`src/rtl/instr_sequencer_if.sv`:
```
`default_nettype none
// ============================================================================
// Module      : instr_sequencer_if
// Description : Memory-side handshake bundle for instr_sequencer.
//               Carries the instruction-fetch channel (req/ready/data) and
//               the data-memory access channel (req/ready).
//               master : sequencer side (drives requests)
//               slave  : memory side   (drives ready and instruction data)
// Revision    : 1.0 - initial release
// ============================================================================
interface instr_sequencer_if #(
    parameter int DATA_W = 16
) ();
    logic              imem_req;
    logic              imem_ready;
    logic [DATA_W-1:0] imem_data;
    logic              dmem_req;
    logic              dmem_ready;

    modport master (
        output imem_req,
        input  imem_ready,
        input  imem_data,
        output dmem_req,
        input  dmem_ready
    );

    modport slave (
        input  imem_req,
        output imem_ready,
        output imem_data,
        input  dmem_req,
        output dmem_ready
    );
endinterface
`default_nettype wire

```
`src/rtl/instr_sequencer.sv`:
```
`default_nettype none
// ============================================================================
// Module      : instr_sequencer
// Description : Multi-cycle fetch/decode/execute sequencer in front of the
//               control unit. Fetches instruction (and literal) words,
//               qualifies the control word with cw_valid/phase and sequences
//               data-memory cycles; flags a sticky memory timeout.
// Ports       : clk, rst        - clock, synchronous active-high reset
//               mem_if (master) - imem req/ready/data, dmem req/ready
//               stall_i         - hazard hold, only honoured in EXEC
//               pc_inc_o        - one-cycle PC advance pulse
//               ir_o, lit_o     - instruction and literal registers
//               cw_valid_o      - control word may commit this cycle
//               phase_o         - 0 = EX0, 1 = EX1 (memory phase)
//               err_o           - sticky memory-timeout flag
// Revision    : 1.0 - initial release
// ============================================================================
module instr_sequencer #(
    parameter int DATA_W   = 16,
    parameter int MAX_WAIT = 255
) (
    input  wire logic              clk,
    input  wire logic              rst,
    instr_sequencer_if.master      mem_if,
    input  wire logic              stall_i,
    output logic                   pc_inc_o,
    output logic [DATA_W-1:0]      ir_o,
    output logic [DATA_W-1:0]      lit_o,
    output logic                   cw_valid_o,
    output logic [1:0]             phase_o,
    output logic                   err_o
);

    localparam logic [2:0] c_FETCH     = 3'd0;
    localparam logic [2:0] c_DECODE    = 3'd1;
    localparam logic [2:0] c_LIT_FETCH = 3'd2;
    localparam logic [2:0] c_EXEC      = 3'd3;
    localparam logic [2:0] c_MEM       = 3'd4;
    localparam logic [2:0] c_ERR       = 3'd5;

    localparam logic [7:0] c_MAX_WAIT  = 8'(MAX_WAIT);

    logic [2:0]        state_q, state_d;
    logic [DATA_W-1:0] ir_q, ir_d;
    logic [DATA_W-1:0] lit_q, lit_d;
    logic [7:0]        wait_q, wait_d;
    logic              pc_inc_q, pc_inc_d;

    logic              w_two_word;
    logic              w_mem_op;
    logic              w_waiting;
    logic              w_imem_req;
    logic              w_dmem_req;

    // Instruction class decode on the latched IR.
    always_comb begin
        w_two_word = (ir_q[15:9] == 7'b10_00010) || (ir_q[15:9] == 7'b10_01110);
        w_mem_op   = 1'b0;
        if (ir_q[15:14] == 2'b10) begin
            case (ir_q[13:9])
                5'b00000, 5'b00001, 5'b00100,
                5'b00101, 5'b01110, 5'b01111: w_mem_op = 1'b1;
                default:                      w_mem_op = 1'b0;
            endcase
        end
        if ((ir_q[15:11] == 5'b10100) || (ir_q[15:11] == 5'b10101)) begin
            w_mem_op = 1'b1;
        end
    end

    // State and datapath registers.
    always_ff @(posedge clk) begin
        if (rst) begin
            state_q  <= c_FETCH;
            ir_q     <= '0;
            lit_q    <= '0;
            wait_q   <= '0;
            pc_inc_q <= 1'b0;
        end else begin
            state_q  <= state_d;
            ir_q     <= ir_d;
            lit_q    <= lit_d;
            wait_q   <= wait_d;
            pc_inc_q <= pc_inc_d;
        end
    end

    // Next-state logic. A request that reaches MAX_WAIT without ready goes
    // to ERR, but a ready arriving in that same cycle still completes.
    always_comb begin
        state_d   = state_q;
        ir_d      = ir_q;
        lit_d     = lit_q;
        pc_inc_d  = 1'b0;
        w_waiting = 1'b0;
        case (state_q)
            c_FETCH: begin
                if (mem_if.imem_ready) begin
                    ir_d     = mem_if.imem_data;
                    pc_inc_d = 1'b1;
                    state_d  = c_DECODE;
                end else if (wait_q == c_MAX_WAIT) begin
                    state_d  = c_ERR;
                end else begin
                    w_waiting = 1'b1;
                end
            end
            c_DECODE: begin
                state_d = w_two_word ? c_LIT_FETCH : c_EXEC;
            end
            c_LIT_FETCH: begin
                if (mem_if.imem_ready) begin
                    lit_d    = mem_if.imem_data;
                    pc_inc_d = 1'b1;
                    state_d  = c_EXEC;
                end else if (wait_q == c_MAX_WAIT) begin
                    state_d  = c_ERR;
                end else begin
                    w_waiting = 1'b1;
                end
            end
            c_EXEC: begin
                if (!stall_i) begin
                    state_d = w_mem_op ? c_MEM : c_FETCH;
                end
            end
            c_MEM: begin
                if (mem_if.dmem_ready) begin
                    state_d = c_FETCH;
                end else if (wait_q == c_MAX_WAIT) begin
                    state_d = c_ERR;
                end else begin
                    w_waiting = 1'b1;
                end
            end
            c_ERR: begin
                state_d = c_ERR;
            end
            default: begin
                state_d = c_FETCH;
            end
        endcase

        if (state_d != state_q) begin
            wait_d = '0;
        end else if (w_waiting) begin
            wait_d = wait_q + 8'd1;
        end else begin
            wait_d = wait_q;
        end
    end

    // Output decode. Control outputs are forced low while rst is held so
    // that a request never appears until the cycle after reset releases.
    always_comb begin
        w_imem_req = 1'b0;
        w_dmem_req = 1'b0;
        cw_valid_o = 1'b0;
        phase_o    = 2'd0;
        err_o      = 1'b0;
        if (!rst) begin
            case (state_q)
                c_FETCH, c_LIT_FETCH: w_imem_req = 1'b1;
                c_EXEC:               cw_valid_o = !stall_i;
                c_MEM: begin
                    w_dmem_req = 1'b1;
                    phase_o    = 2'd1;
                    cw_valid_o = mem_if.dmem_ready;
                end
                c_ERR:                err_o = 1'b1;
                default:              w_imem_req = 1'b0;
            endcase
        end
    end

    assign mem_if.imem_req = w_imem_req;
    assign mem_if.dmem_req = w_dmem_req;
    assign pc_inc_o        = pc_inc_q && !rst;
    assign ir_o            = ir_q;
    assign lit_o           = lit_q;

endmodule
`default_nettype wire

```
`src/flat_wrapper.sv`:
```
// flat-port wrapper written by rule: the top's interface ports become plain ports
module instr_sequencer_flat 
#(
    parameter int DATA_W   = 16,
    parameter int MAX_WAIT = 255
)
  (clk, rst, stall_i, pc_inc_o, ir_o, lit_o, cw_valid_o, phase_o, err_o, mem_if_imem_req, mem_if_imem_ready, mem_if_imem_data, mem_if_dmem_req, mem_if_dmem_ready);
  instr_sequencer_if #(.DATA_W(DATA_W)) mem_if_i ();
  input  wire logic clk;
  input  wire logic rst;
  input  wire logic stall_i;
  output logic pc_inc_o;
  output logic [DATA_W-1:0] ir_o;
  output logic [DATA_W-1:0] lit_o;
  output logic cw_valid_o;
  output logic [1:0] phase_o;
  output logic err_o;
  output wire logic [$bits(mem_if_i.imem_req)-1:0] mem_if_imem_req;
  input wire logic [$bits(mem_if_i.imem_ready)-1:0] mem_if_imem_ready;
  input wire logic [$bits(mem_if_i.imem_data)-1:0] mem_if_imem_data;
  output wire logic [$bits(mem_if_i.dmem_req)-1:0] mem_if_dmem_req;
  input wire logic [$bits(mem_if_i.dmem_ready)-1:0] mem_if_dmem_ready;
  assign mem_if_imem_req = mem_if_i.imem_req;
  assign mem_if_i.imem_ready = mem_if_imem_ready;
  assign mem_if_i.imem_data = mem_if_imem_data;
  assign mem_if_dmem_req = mem_if_i.dmem_req;
  assign mem_if_i.dmem_ready = mem_if_dmem_ready;
  instr_sequencer #(.DATA_W(DATA_W), .MAX_WAIT(MAX_WAIT)) u_core (.clk(clk), .rst(rst), .mem_if(mem_if_i), .stall_i(stall_i), .pc_inc_o(pc_inc_o), .ir_o(ir_o), .lit_o(lit_o), .cw_valid_o(cw_valid_o), .phase_o(phase_o), .err_o(err_o));
endmodule
```
`config.mk`:
```
export PLATFORM = sky130hd
export DESIGN_NAME = instr_sequencer_flat
export DESIGN_NICKNAME = d
export VERILOG_FILES = /design/src/rtl/instr_sequencer_if.sv /design/src/rtl/instr_sequencer.sv /design/src/flat_wrapper.sv
export SDC_FILE = /design/constraint.sdc
export NUM_CORES = 1
export LEC_CHECK = 0
export ABC_CLOCK_PERIOD_IN_PS = 1420
export CAP_MARGIN = 20
export CORE_MARGIN = 4
export CORE_UTILIZATION = 55
export CTS_BUF_LIST = sky130_fd_sc_hd__clkbuf_4
export CTS_CLUSTER_SIZE = 20
export DETAILED_ROUTE_END_ITERATION = 8
export DONT_BUFFER_PORTS = 1
export GPL_TIMING_DRIVEN = 0
export PLACE_DENSITY = 0.82
export SYNTH_ARGS = -nofsm -noshare
export SYNTH_HDL_FRONTEND = slang
export SYNTH_SLANG_ARGS = --single-unit
```
`constraint.sdc`:
```
create_clock -name clk -period 1.42 [get_ports clk]
set_input_delay 0 -clock clk [delete_from_list [all_inputs] [get_ports clk]]
set_output_delay 0 -clock clk [all_outputs]
set_load 0.1 [all_outputs]
```
After elaboration in Yosys (flattened, before gate mapping):

Cells that the tools add are included.

* flip-flop bits (word level): 44
* bits in latches: 0
* bits in writable memories: 0
* memory bits (read-only): 0
* output and inout port bits: 39
* word-level logic and storage cells: 63
* memories: 0

* add/subtract/negate cells: 1
* multiply operators: 0
* divide/modulo/power cells: 0
* $lt $le $gt $ge: 0
* equality and inequality tests: 17
* shifts and indexed selects: 0
* multiplexer cells: 26
* bitwise gates (word level): 1
* reduce and logical (&&, ||, !) cells: 13

Operators with widths (number)
* $mux 3: 6
* $pmux 3 s6: 1
* $mux 1: 16
* $eq 7x7->1 const B: 2
* $eq 5x3->1 const B: 2
* $eq 5x4->1 const B: 2
* $eq 5x5->1 const B: 2
* $add 8x1->8 const B: 1
* $eq 8x8->1 const B: 1
* $eq 3x2->1 const B: 2
* $eq 3x3->1 const B: 2
* $reduce_or 2->1: 3
* $reduce_or 6->1: 1
* $eq 5x1->1 const B: 1
* $logic_not 5->1: 1
* $pmux 1 s2: 2
* $reduce_and 2->1: 2
* $eq 3x1->1 const B: 1
* $logic_not 3->1: 1
* $ne 3x3->1: 1
* $eq 2x2->1 const B: 1
* $logic_not 1->1: 2
* $logic_or 1x1->1: 2
* $mux 2: 1
* 2 further kinds: 2

Logic depth before layout (Yosys ltp):

* depth in word-level cells: 10
* depth in mapped cells: 6

Least setup slack after synthesis:

No wires, ideal clock.

* kind: register to output
* from: reg u_core.state_q[2]
* to: out phase_o[0]
* arrival time: 2439 ps
* data required time: 1420 ps
* slack: -1019 ps
* stages on the path, launching flop included: 5
* path through: dfxtp_1 -> clkbuf_1 -> nand2_1 -> nor2_1 -> buf_4

* word-level cells in the longest chain between the ends: 3

Ends and longest elaborated chain
* start: declaration: line instr_sequencer.sv:43 `logic [2:0] state_q, state_d;`
* start signal: assignment: line instr_sequencer.sv:74 `state_q <= c_FETCH;`
* start signal: assignment: line instr_sequencer.sv:80 `state_q <= state_d;`
* $eq 3x3->1: line instr_sequencer.sv:162 `case (state_q)`
* $mux 1: line instr_sequencer.sv:162
* $mux 2: line instr_sequencer.sv:161 `if (!rst) begin`
* end: declaration: line flat_wrapper.sv:16 `output logic [1:0] phase_o;`

No other way between the ends.

Worst setup path in the final report:

* from: reg u_core.state_q[0]
* to: out cw_valid_o

* word-level cells in the longest chain between the ends: 3

Ends and longest elaborated chain
* $eq 3x3->1 / $eq 3x2->1 (equally long branches): line instr_sequencer.sv:162
* $pmux 1 s2 *: line instr_sequencer.sv:162
* $mux 1 *: line instr_sequencer.sv:161
* end: declaration: line flat_wrapper.sv:15 `output logic cw_valid_o;`

Mark *: on every way between the ends. The rest lies on a longest branch, timed or not.

==> results.yml <==
global_routing:
  antenna_found_initial: 0
  grt_pass1_wl_um: 9080
  grt_max_degree: 15
  grt_pass1_vias: 1877
  globalRouteOverflowTotal: 0
  grtUsageTotal: 0.269
clock_tree:
  htreeDepth: 2
  cts_tree: "built"
  cts_buffers: 5
  cts_buffer_depth: 2
  cts.sinks: 44
  cts-root-buf: "clkbuf_4"
  path_clk_slew_ns: 0.15
  worstSkewPairLatency_ns: 0.37
sta:
  fin_skew_ns: 0.0214
  fin_crit_sh: 1.40
  slew_headroom: 0.330
  drv_slew: 0
  setup_tns_ns: -9.66
  rsz0062_at_grt: "yes"
  worst_slew_pin_slew_ns: 1.00
  setup_viol: 47
  whs_ns: -0.0453
  min_period_ns: 1.98
  max_freq_mhz: 504
  setup_ws_ns: -0.564
  finalHoldViolCount: 4
synth:
  syn_area_sq_um: 1930
  synth_nets: 268
  ys_types: 41
  synth_ff_type: "dfxtp_1"
  yosysSeqAreaShare: 0.457
  ys_warn_count: 0
  async_flop_share: 0
  synth.avg_cell_area_sq_um: 7.83
  synth-seq-cells: 44
  synth-edff-count: 0
  postSynthCellCount: 246
die:
  die_width_um: 67.2
  dieHeight_um: 67.2
  dieArea_sq_um: 4510
  io_pins: 60
  core_sq_um: 3360
  rows: 21
  initial_utilization: 0.573
status:
  violations: "negative hold slack, negative setup slack"
  status: "complete, but fails checks"
power_and_ir_drop:
  power_density_nw_per_um2: 1030
  vdd_drop_max_mv: 0.903
  p_total_mw: 2.87
  p_leak_nw: 0.966
layout:
  regArea_sq_um: 920
  n_fill_cell: 193
  multiInputGateArea_sq_um: 1210
  diodes: 0
  syn2layout_area_growth_pct: 44.2
  layout.nets: 316
  drive_above_1_share: 0.369
drt:
  vias: 2069
  met2_length_um: 3380
  drt_pass1_iterations: 4
  highest_layer: "met4"
  drcViolationCount: 0
  antenna_left: 0
  drt-total-wl_um: 6790
  wl_met1_um: 2500
  vias_per_cell: 6.07
  route.met3.wl_um: 726
  drt_iter0_markers: 161
  routedWlPerCell_um: 19.9
setup_path:
  end_kind: "output pin"
  crit_arrival_ns: 1.98
  crit_fanout: 6
  cp_data_required_time_ns: 1.42
  critPathKind: "flip-flop to output pin"
  startpoint_type: "flip-flop"
hold_path:
  hp-class: "input port to flip-flop"
placed_design:
  hpwl_um: 3280
  port_buffers: 0
  post-place-ws_ns: -0.348
  gp_congestion: 0.909
job:
  maxCapViolations: 0
## cells in the mapped netlist, types with 2 or more instances
master,n,area share
o211ai_1,2,0.0078
a21oi_1,41,0.11
nand2b_1,2,0.0065
nor2_4,2,0.012
a31oi_1,4,0.013
nor3_1,2,0.0052
nand2_1,70,0.14
buf_4,2,0.0078
and3_1,3,0.0097
nand3_1,6,0.016
dfxtp_1,44,0.46
nor2b_1,4,0.013
a211oi_1,3,0.012
nor2_1,10,0.019
or4_1,2,0.0078
o21ai_0,7,0.018
nand4_1,3,0.0097
buf_2,3,0.0078
mux2i_1,2,0.010
or2_2,2,0.0065
inv_1,4,0.0078
or3_1,2,0.0065
clkbuf_1,8,0.016
## cell families after synthesis
group / share of synthesized area
muxes: 0.0104
buffers and inverters: 0.0448
adders and majority gates: 0.00649
xor gates and xnor gates: 0.00455
and+or+nand+nor: 0.295
DFF: 0.457
other: 0.00195
AOI/OAI and AO/OA: 0.179
## registers in the layout, summed over array words and instances (netlist names)
signal	cells
u_core.ir_o	16
u_core.lit_o	16
u_core.pc_inc_q	1
u_core.state_q	3
u_core.wait_q	8
## stage by stage
stage	util	std cells	instance area (sq um)
2_1_floorplan	-	246	1990
3_3_place_gp	0.608	292	2040
6_report	0.826	341	2780
3_5_place_dp	0.608	292	2040
5_1_grt	0.826	341	2780
4_1_cts	0.769	334	2580
## final timing paths
path	start	end	slack [ns]	cells past startpoint
max	u_core.state_q[0]	cw_valid_o	-0.56	5
min	stall_i	u_core.state_q[2]	-0.05	4
max reg2reg	u_core.state_q[1]	u_core.wait_q[7]	-0.40	7
min reg2reg	u_core.wait_q[2]	u_core.wait_q[2]	0.54	2
## where the power goes
part	internal (mW)	switching [mW]
registers	1.28	0.335
logic	0.193	0.273
clock network	0.367	0.430
total	1.84	1.04
## cell type report
cell class / count / share of cell area
clock buffer: 5 / 0.0135
buffer: 14 / 0.0432
tap: 46 / 0.0207
sequential: 44 / 0.331
multi-input combinational: 184 / 0.436
inverter: 4 / 0.00675
timing repair buffer: 41 / 0.134
clock inverter: 3 / 0.0153
## critical path: stages, from the launching register on
cell     delay, ns
dfxtp_4       0.38
buf_6         0.12
nor2b_4       0.19
nor3b_4       0.31
a31oi_4       0.08
nor2_4        0.52
## cells in the final DEF (no fill, tap or decap), types with 3 or more instances in the layout
master | synthesis | routed
buf_4 | 2 | 18
dfxtp_2 | 0 | 7
a21oi_1 | 41 | 25
nor2_1 | 10 | 4
a21oi_2 | 0 | 16
clkbuf_4 | 0 | 6
dfxtp_1 | 44 | 29
nand3_2 | 0 | 4
dfxtp_4 | 0 | 8
a31oi_1 | 4 | 3
nand2_1 | 70 | 67
o21ai_0 | 7 | 6
buf_6 | 1 | 7
nand4_1 | 3 | 3
dlygate4sd3_1 | 0 | 21
nand2_2 | 0 | 3
nor2_4 | 2 | 8
clkbuf_1 | 8 | 4
inv_1 | 4 | 3
## timing repair
item | 4_1_cts | 5_1_grt
resized for setup | 44 | 39
setup endpoints to repair | 48 | 48
pin swaps | 11 | 14
hold endpoints to repair | 36 | 2
cloned | 0 | 1
setup buffers | 18 | 7
hold buffers | 20 | 1
## per-layer routing
layer / global-route usage / vias up
met1: 0.322 / 973
li1: - / 940
met2: 0.434 / 134
met3: 0.0982 / 22
met5: 0 / -
met4: 0.114 / 0
Power figures use the tool's default switching activity.
